--- config.mk ---
export PLATFORM = sky130hd
export DESIGN_NAME = cla_vector_driver
export DESIGN_NICKNAME = d
export VERILOG_FILES = /design/src/rtl/cla_vector_driver.sv
export SDC_FILE = /design/constraint.sdc
export NUM_CORES = 1
export LEC_CHECK = 0
export ABC_AREA = 0
export CAP_MARGIN = 20
export CORE_MARGIN = 3
export CORE_UTILIZATION = 50
export DETAILED_ROUTE_END_ITERATION = 7
export PLACE_DENSITY = 0.76
export SYNTH_ARGS = -nofsm -noshare
export SYNTH_HDL_FRONTEND = slang
export SYNTH_SLANG_ARGS = --single-unit
--- constraint.sdc ---
create_clock -name i_clk -period 4.4 [get_ports i_clk]
set_clock_uncertainty 0.2 [all_clocks]
set_input_delay 0.66 -clock i_clk [delete_from_list [all_inputs] [get_ports i_clk]]
set_output_delay 0.66 -clock i_clk [all_outputs]
set_load 0.005 [all_outputs]
--- src/rtl/cla_vector_driver.sv ---
// rtl/cla_vector_driver.sv - operand driver and result checker for the carry-lookahead adder.
// Optional CLA_EXHAUSTIVE_EN swaps the LFSR operand source for an exhaustive up-counter.
module cla_vector_driver #(
  parameter int          WIDTH       = 9,
  parameter int          NUM_VECTORS = 256,
  parameter int          RESULT_LAT  = 0,
  parameter logic [31:0] LFSR_SEED   = 32'h0000_0001
) (
  input  logic             i_clk,
  input  logic             i_rst,
  input  logic             i_start,
  input  logic [WIDTH:0]   i_dut_result,
  output logic [WIDTH-1:0] o_add1,
  output logic [WIDTH-1:0] o_add2,
  output logic             o_busy,
  output logic             o_done,
  output logic             o_pass,
  output logic [15:0]      o_err_count,
  output logic [15:0]      o_vec_count,
  output logic [WIDTH-1:0] o_fail_add1,
  output logic [WIDTH-1:0] o_fail_add2,
  output logic [WIDTH:0]   o_fail_result
);

  localparam int DL_DEPTH = (RESULT_LAT == 0) ? 1 : RESULT_LAT;

  typedef enum logic [1:0] {S_IDLE, S_RUN, S_DRAIN, S_DONE} state_t;

  typedef struct packed {
    logic             valid;
    logic [WIDTH-1:0] add1;
    logic [WIDTH-1:0] add2;
    logic [WIDTH:0]   expected;
  } dl_t;

  state_t           state_q, state_d;
  logic [WIDTH-1:0] add1_q, add1_d, add2_q, add2_d;
  logic [1:0]       drain_q, drain_d;
  logic [15:0]      vec_q, vec_d, err_q, err_d;
  logic             failed_q, failed_d;
  logic [WIDTH-1:0] fail_add1_q, fail_add1_d, fail_add2_q, fail_add2_d;
  logic [WIDTH:0]   fail_res_q, fail_res_d;
  logic             busy_q, busy_d, done_q, done_d, pass_q, pass_d;
  dl_t              dl_q [DL_DEPTH];
  dl_t              dl_d [DL_DEPTH];
  dl_t              ent, cmp;
  logic             start_go;
  logic             last_issue;

`ifdef CLA_EXHAUSTIVE_EN
  localparam int               SRC_W    = 2 * WIDTH;
  localparam logic [SRC_W-1:0] SRC_INIT = '0;
  logic [SRC_W-1:0] src_q, src_d, src_next;

  assign src_next   = src_q + 1'b1;
  assign last_issue = &src_q;
`else
  localparam int          SRC_W    = 32;
  localparam logic [31:0] POLY     = 32'h8020_0003;
  localparam logic [31:0] SRC_INIT = (LFSR_SEED == 32'd0) ? 32'd1 : LFSR_SEED;
  logic [SRC_W-1:0] src_q, src_d, src_next;
  logic [15:0]      issue_q, issue_d;

  // Right-shifting Galois LFSR; the issue counter decides run length.
  assign src_next   = (src_q >> 1) ^ (src_q[0] ? POLY : 32'd0);
  assign last_issue = (issue_q == 16'(NUM_VECTORS - 1));

  always_comb begin
    issue_d = issue_q;
    if (start_go) begin
      issue_d = '0;
    end else if (state_q == S_RUN && !last_issue) begin
      issue_d = issue_q + 16'd1;
    end
  end

  always_ff @(posedge i_clk) begin
    if (i_rst) issue_q <= '0;
    else       issue_q <= issue_d;
  end
`endif

  assign start_go = i_start && (state_q == S_IDLE || state_q == S_DONE);

  always_comb begin
    state_d     = state_q;
    src_d       = src_q;
    add1_d      = add1_q;
    add2_d      = add2_q;
    drain_d     = drain_q;
    vec_d       = vec_q;
    err_d       = err_q;
    failed_d    = failed_q;
    fail_add1_d = fail_add1_q;
    fail_add2_d = fail_add2_q;
    fail_res_d  = fail_res_q;

    ent.valid    = (state_q == S_RUN);
    ent.add1     = add1_q;
    ent.add2     = add2_q;
    ent.expected = {1'b0, add1_q} + {1'b0, add2_q};
    dl_d[0] = ent;
    for (int i = 1; i < DL_DEPTH; i++) dl_d[i] = dl_q[i-1];
    // Zero latency compares against the operands being driven right now.
    cmp = (RESULT_LAT == 0) ? ent : dl_q[DL_DEPTH-1];

    if (cmp.valid) begin
      vec_d = (vec_q == 16'hFFFF) ? vec_q : vec_q + 16'd1;
      if (i_dut_result != cmp.expected) begin
        err_d = (err_q == 16'hFFFF) ? err_q : err_q + 16'd1;
        if (!failed_q) begin
          failed_d    = 1'b1;
          fail_add1_d = cmp.add1;
          fail_add2_d = cmp.add2;
          fail_res_d  = i_dut_result;
        end
      end
    end

    case (state_q)
      S_IDLE, S_DONE: begin
        if (start_go) begin
          state_d     = S_RUN;
          src_d       = SRC_INIT;
          add1_d      = SRC_INIT[2*WIDTH-1:WIDTH];
          add2_d      = SRC_INIT[WIDTH-1:0];
          vec_d       = '0;
          err_d       = '0;
          failed_d    = 1'b0;
          fail_add1_d = '0;
          fail_add2_d = '0;
          fail_res_d  = '0;
        end
      end
      S_RUN: begin
        if (last_issue) begin
          state_d = (RESULT_LAT == 0) ? S_DONE : S_DRAIN;
          drain_d = '0;
        end else begin
          src_d  = src_next;
          add1_d = src_next[2*WIDTH-1:WIDTH];
          add2_d = src_next[WIDTH-1:0];
        end
      end
      S_DRAIN: begin
        drain_d = drain_q + 2'd1;
        if (drain_q == 2'(RESULT_LAT - 1)) state_d = S_DONE;
      end
      default: state_d = S_IDLE;
    endcase

    busy_d = (state_d == S_RUN) || (state_d == S_DRAIN);
    done_d = (state_d == S_DONE);
    pass_d = done_d && (err_d == 16'd0);
  end

  always_ff @(posedge i_clk) begin
    if (i_rst) begin
      state_q     <= S_IDLE;
      src_q       <= SRC_INIT;
      add1_q      <= '0;
      add2_q      <= '0;
      drain_q     <= '0;
      vec_q       <= '0;
      err_q       <= '0;
      failed_q    <= 1'b0;
      fail_add1_q <= '0;
      fail_add2_q <= '0;
      fail_res_q  <= '0;
      busy_q      <= 1'b0;
      done_q      <= 1'b0;
      pass_q      <= 1'b0;
      for (int i = 0; i < DL_DEPTH; i++) dl_q[i] <= '0;
    end else begin
      state_q     <= state_d;
      src_q       <= src_d;
      add1_q      <= add1_d;
      add2_q      <= add2_d;
      drain_q     <= drain_d;
      vec_q       <= vec_d;
      err_q       <= err_d;
      failed_q    <= failed_d;
      fail_add1_q <= fail_add1_d;
      fail_add2_q <= fail_add2_d;
      fail_res_q  <= fail_res_d;
      busy_q      <= busy_d;
      done_q      <= done_d;
      pass_q      <= pass_d;
      for (int i = 0; i < DL_DEPTH; i++) dl_q[i] <= dl_d[i];
    end
  end

  assign o_add1        = add1_q;
  assign o_add2        = add2_q;
  assign o_busy        = busy_q;
  assign o_done        = done_q;
  assign o_pass        = pass_q;
  assign o_err_count   = err_q;
  assign o_vec_count   = vec_q;
  assign o_fail_add1   = fail_add1_q;
  assign o_fail_add2   = fail_add2_q;
  assign o_fail_result = fail_res_q;

endmodule

==> run metrics, run 1 <==
Fill cells=920; most repeated library cell on the critical path=nor4_2; crit path from=o_add1[0]; f_max=roughly 250 MHz; RSZ-0062 raised after global routing=no; max-cap viol count=0; most frequent cells in the layout=nand2_1, dfxtp_1, clkdlybuf4s50_1; CTS H-Tree Depth=4; Top Ports=94; CTS tree=built; total die area=0.0127 mm2; Area Growth Syn to Fin=26.7%; CP delay by family, top=compound AO/OA/AOI/OAI gates; count of hold-fix buffers inserted at cts=0; Sw Ratio=0.242; Tightest Pin Transition=676 ps; post-route cell area=0.00724 mm2; crit path kind=reg2reg; cell taking the most area after synthesis=dfxtp_1; Layout Nets=just over 800; ys async rst share=0; R2R Path Start=o_add1[0]; TritonRoute pass-1 iters=5; synthesized cell area=0.00571 mm2; drt first-iter violations=463; share of cells above drive strength 1=0.0681; GR Util All Layers=0.236; Hold Crit Class=reg2reg; initial core utilization=0.520; CP arrival=4170 ps; Antenna Nets Post-Route=0; P_int=2.04 mW; crit end category=flip-flop; Clock Power Share=0.518; Max Slew Vio Count=0; setup bufs post-CTS=0; CTS Buf Count=17; total wire length=14900 um; clk_lat worst skew=410 ps; power share of the combinational group=0.077; Post-synth EDFFs=0; sequential fraction of the synthesis area=0.410; Port Buf Inserts=93; Post-route DRC=0; Power per Cell Area=371 mW/mm2; setup violators final=0; core box area=0.0110 mm2; met3 WL=1190 um; HP Start=o_fail_result[6]; WP data required=approximately 4500 ps; Routed met2 length=6960 um; DR vias/cell=roughly 5.7; routed metal-1 wire length=between 6000 and 7000 um; Resized Gates After CTS=0; Die Y=113 um; global-route wire length before repair=24700 um; syn_nets=737; Post-Syn Instances=a little over 700; Pleak=2.55 nW; vias in the first global route=5229; status=finished, final reports clean; VDD IR max=0.206 mV; number of placement rows=38; clk buf depth=2; critical path's largest stage delay=roughly 670 ps; Rel. slew slack=0.544; Placed Area=approximately 0.0066 mm2; Critical Path Fanout Max=9; Post-synth top flop=dfxtp_1; n_diodes=0; CP Cell Sequence=ha_1, inv_1, fa_1, xnor2_1, a2111o_1, nor4_2, o2111ai_2, a2111oi_4, buf_4, nand2b_1, o311ai_0, o211ai_1, nor4_2; wire per inst=approximately 16 um; synthesis warning total=0; post-synth cell types=slightly above 60; average instance area after synthesis=8.08 um2; root buffer cell=clkbuf_16; Worst Path Buf+Inv=2; Clock transition at path regs=60 ps; CP startpoint kind=flip-flop; slowest cell on the critical path=a2111oi_4; flops & latches, synth=between 100 and 150; Routability Congestion=0.901; Via Count=roughly 5.3k; Congestion Overflow GR=0; Fin. Hold Viols=0; Final min period=a little over 4000 ps; top area cells in the synthesized netlist=dfxtp_1, nand2_1, a21oi_1; setup TNS=0 ps; Period Utilization, post-route=0.925; Die W=113 um; Net Switching=0.651 mW; top routing layer used=met4; Sink Count=117; pin count of the biggest net entering global routing=slightly above 40; area share of the largest cell type after synthesis=0.410; Reg power frac=0.405; initial antenna violation count=0; dpl hpwl=9930 um
## metal layers
metal | vias up | GRT usage
met5 | - | 0
met4 | 0 | 0.0841
met3 | 32 | 0.0717
met2 | 215 | 0.373
met1 | 2513 | 0.307
li1 | 2585 | -
## metrics by stage
stage,hold slack (ps),utilization,setup WS [ps],power [mW],cells
finish,252,0.659,329,2.69,933
global route,276,0.659,170,2.77,933
CTS,254,0.659,390,2.69,933
detailed placement,245,0.605,276,1.31,901
global placement,238,0.605,381,1.31,901
floorplan,232,-,855,1.24,707
## Yosys cell counts (all sizes together) (3+ instances only)
| cell type | count |
|---|---|
| nand2 | 118 |
| dfxtp | 117 |
| a21oi | 82 |
| nor2 | 60 |
| nand3 | 58 |
| xor2 | 30 |
| buf | 28 |
| clkbuf | 24 |
| xnor2 | 18 |
| ha | 16 |
| nand4 | 14 |
| and3 | 13 |
| inv | 12 |
| o21ai | 12 |
| nor3 | 11 |
| and2 | 9 |
| or3 | 8 |
| nor2b | 6 |
| nor4 | 6 |
| nand2b | 5 |
| o21a | 5 |
| and4 | 3 |
| nand4b | 3 |
| nor3b | 3 |
| o31a | 3 |
| o31ai | 3 |
| or2 | 3 |
## area by class of cell
cell class	instances	area [um2]	share of cell area
multi-input cells	526	3060	0.422
flip-flops and latches	117	2340	0.323
repair buffers	106	1030	0.142
clock buffers	20	437	0.0603
well taps	140	175	0.0242
clock inverters	12	155	0.0214
inverters	12	45.0	0.00622
## final timing paths
path / endpoint / depth (start not counted) / slack [ps]
setup / recovery: o_pass / 13 / 330
hold / removal: o_fail_result[6] / 2 / 250
setup reg to reg: o_pass / 13 / 330
hold reg to reg: o_fail_result[6] / 2 / 250
## registers in the layout, summed over array words and instances (netlist names)
signal / cells
state_q: 2
o_fail_result: 10
drain_q: 2
o_pass: 1
o_busy: 1
o_fail_add1: 9
o_add1: 8
o_add2: 8
src_q: 17
issue_q: 16
failed_q: 1
o_done: 1
o_err_count: 16
o_vec_count: 16
o_fail_add2: 9
## kinds of logic (layout without fill, tap and decap cells)
| logic type | Yosys count | in the layout | synth area share |
|---|---|---|---|
| mux | 3 | 3 | 0.00547 |
| flops | 117 | 117 | 0.410 |
| simple gates | 325 | 325 | 0.271 |
| fa+ha+maj | 17 | 17 | 0.0385 |
| compound gates | 133 | 133 | 0.145 |
| buf+inv | 64 | 150 | 0.0558 |
| xor+xnor | 48 | 48 | 0.0736 |
## worst register-to-register path: stages, from the launching register on
cell       delay, ps
dfxtp_1          400
ha_1             230
inv_1             70
fa_1             450
xnor2_1          140
a2111o_1         300
nor4_2           240
o2111ai_2        210
a2111oi_4        670
buf_4            260
nand2b_1         240
o311ai_0         280
o211ai_1         210
nor4_2            60
## power groups by stage
stage | registers [mW] | logic (mW) | clock network [mW]
floorplan | 1.11 | 0.129 | 0
global placement | 1.11 | 0.200 | 0
detailed placement | 1.11 | 0.204 | 0
CTS | 1.09 | 0.206 | 1.40
global route | 1.09 | 0.229 | 1.45
finish | 1.09 | 0.207 | 1.39
(Power assumes the default switching activity.)
==> run 2, diff against run 1 <==
Settings changed: ABC_CLOCK_PERIOD_IN_PS from default to 4400.
==> results of run 2 <==
Same layout as run 1: the final DEF is identical, and so are final timing and power.
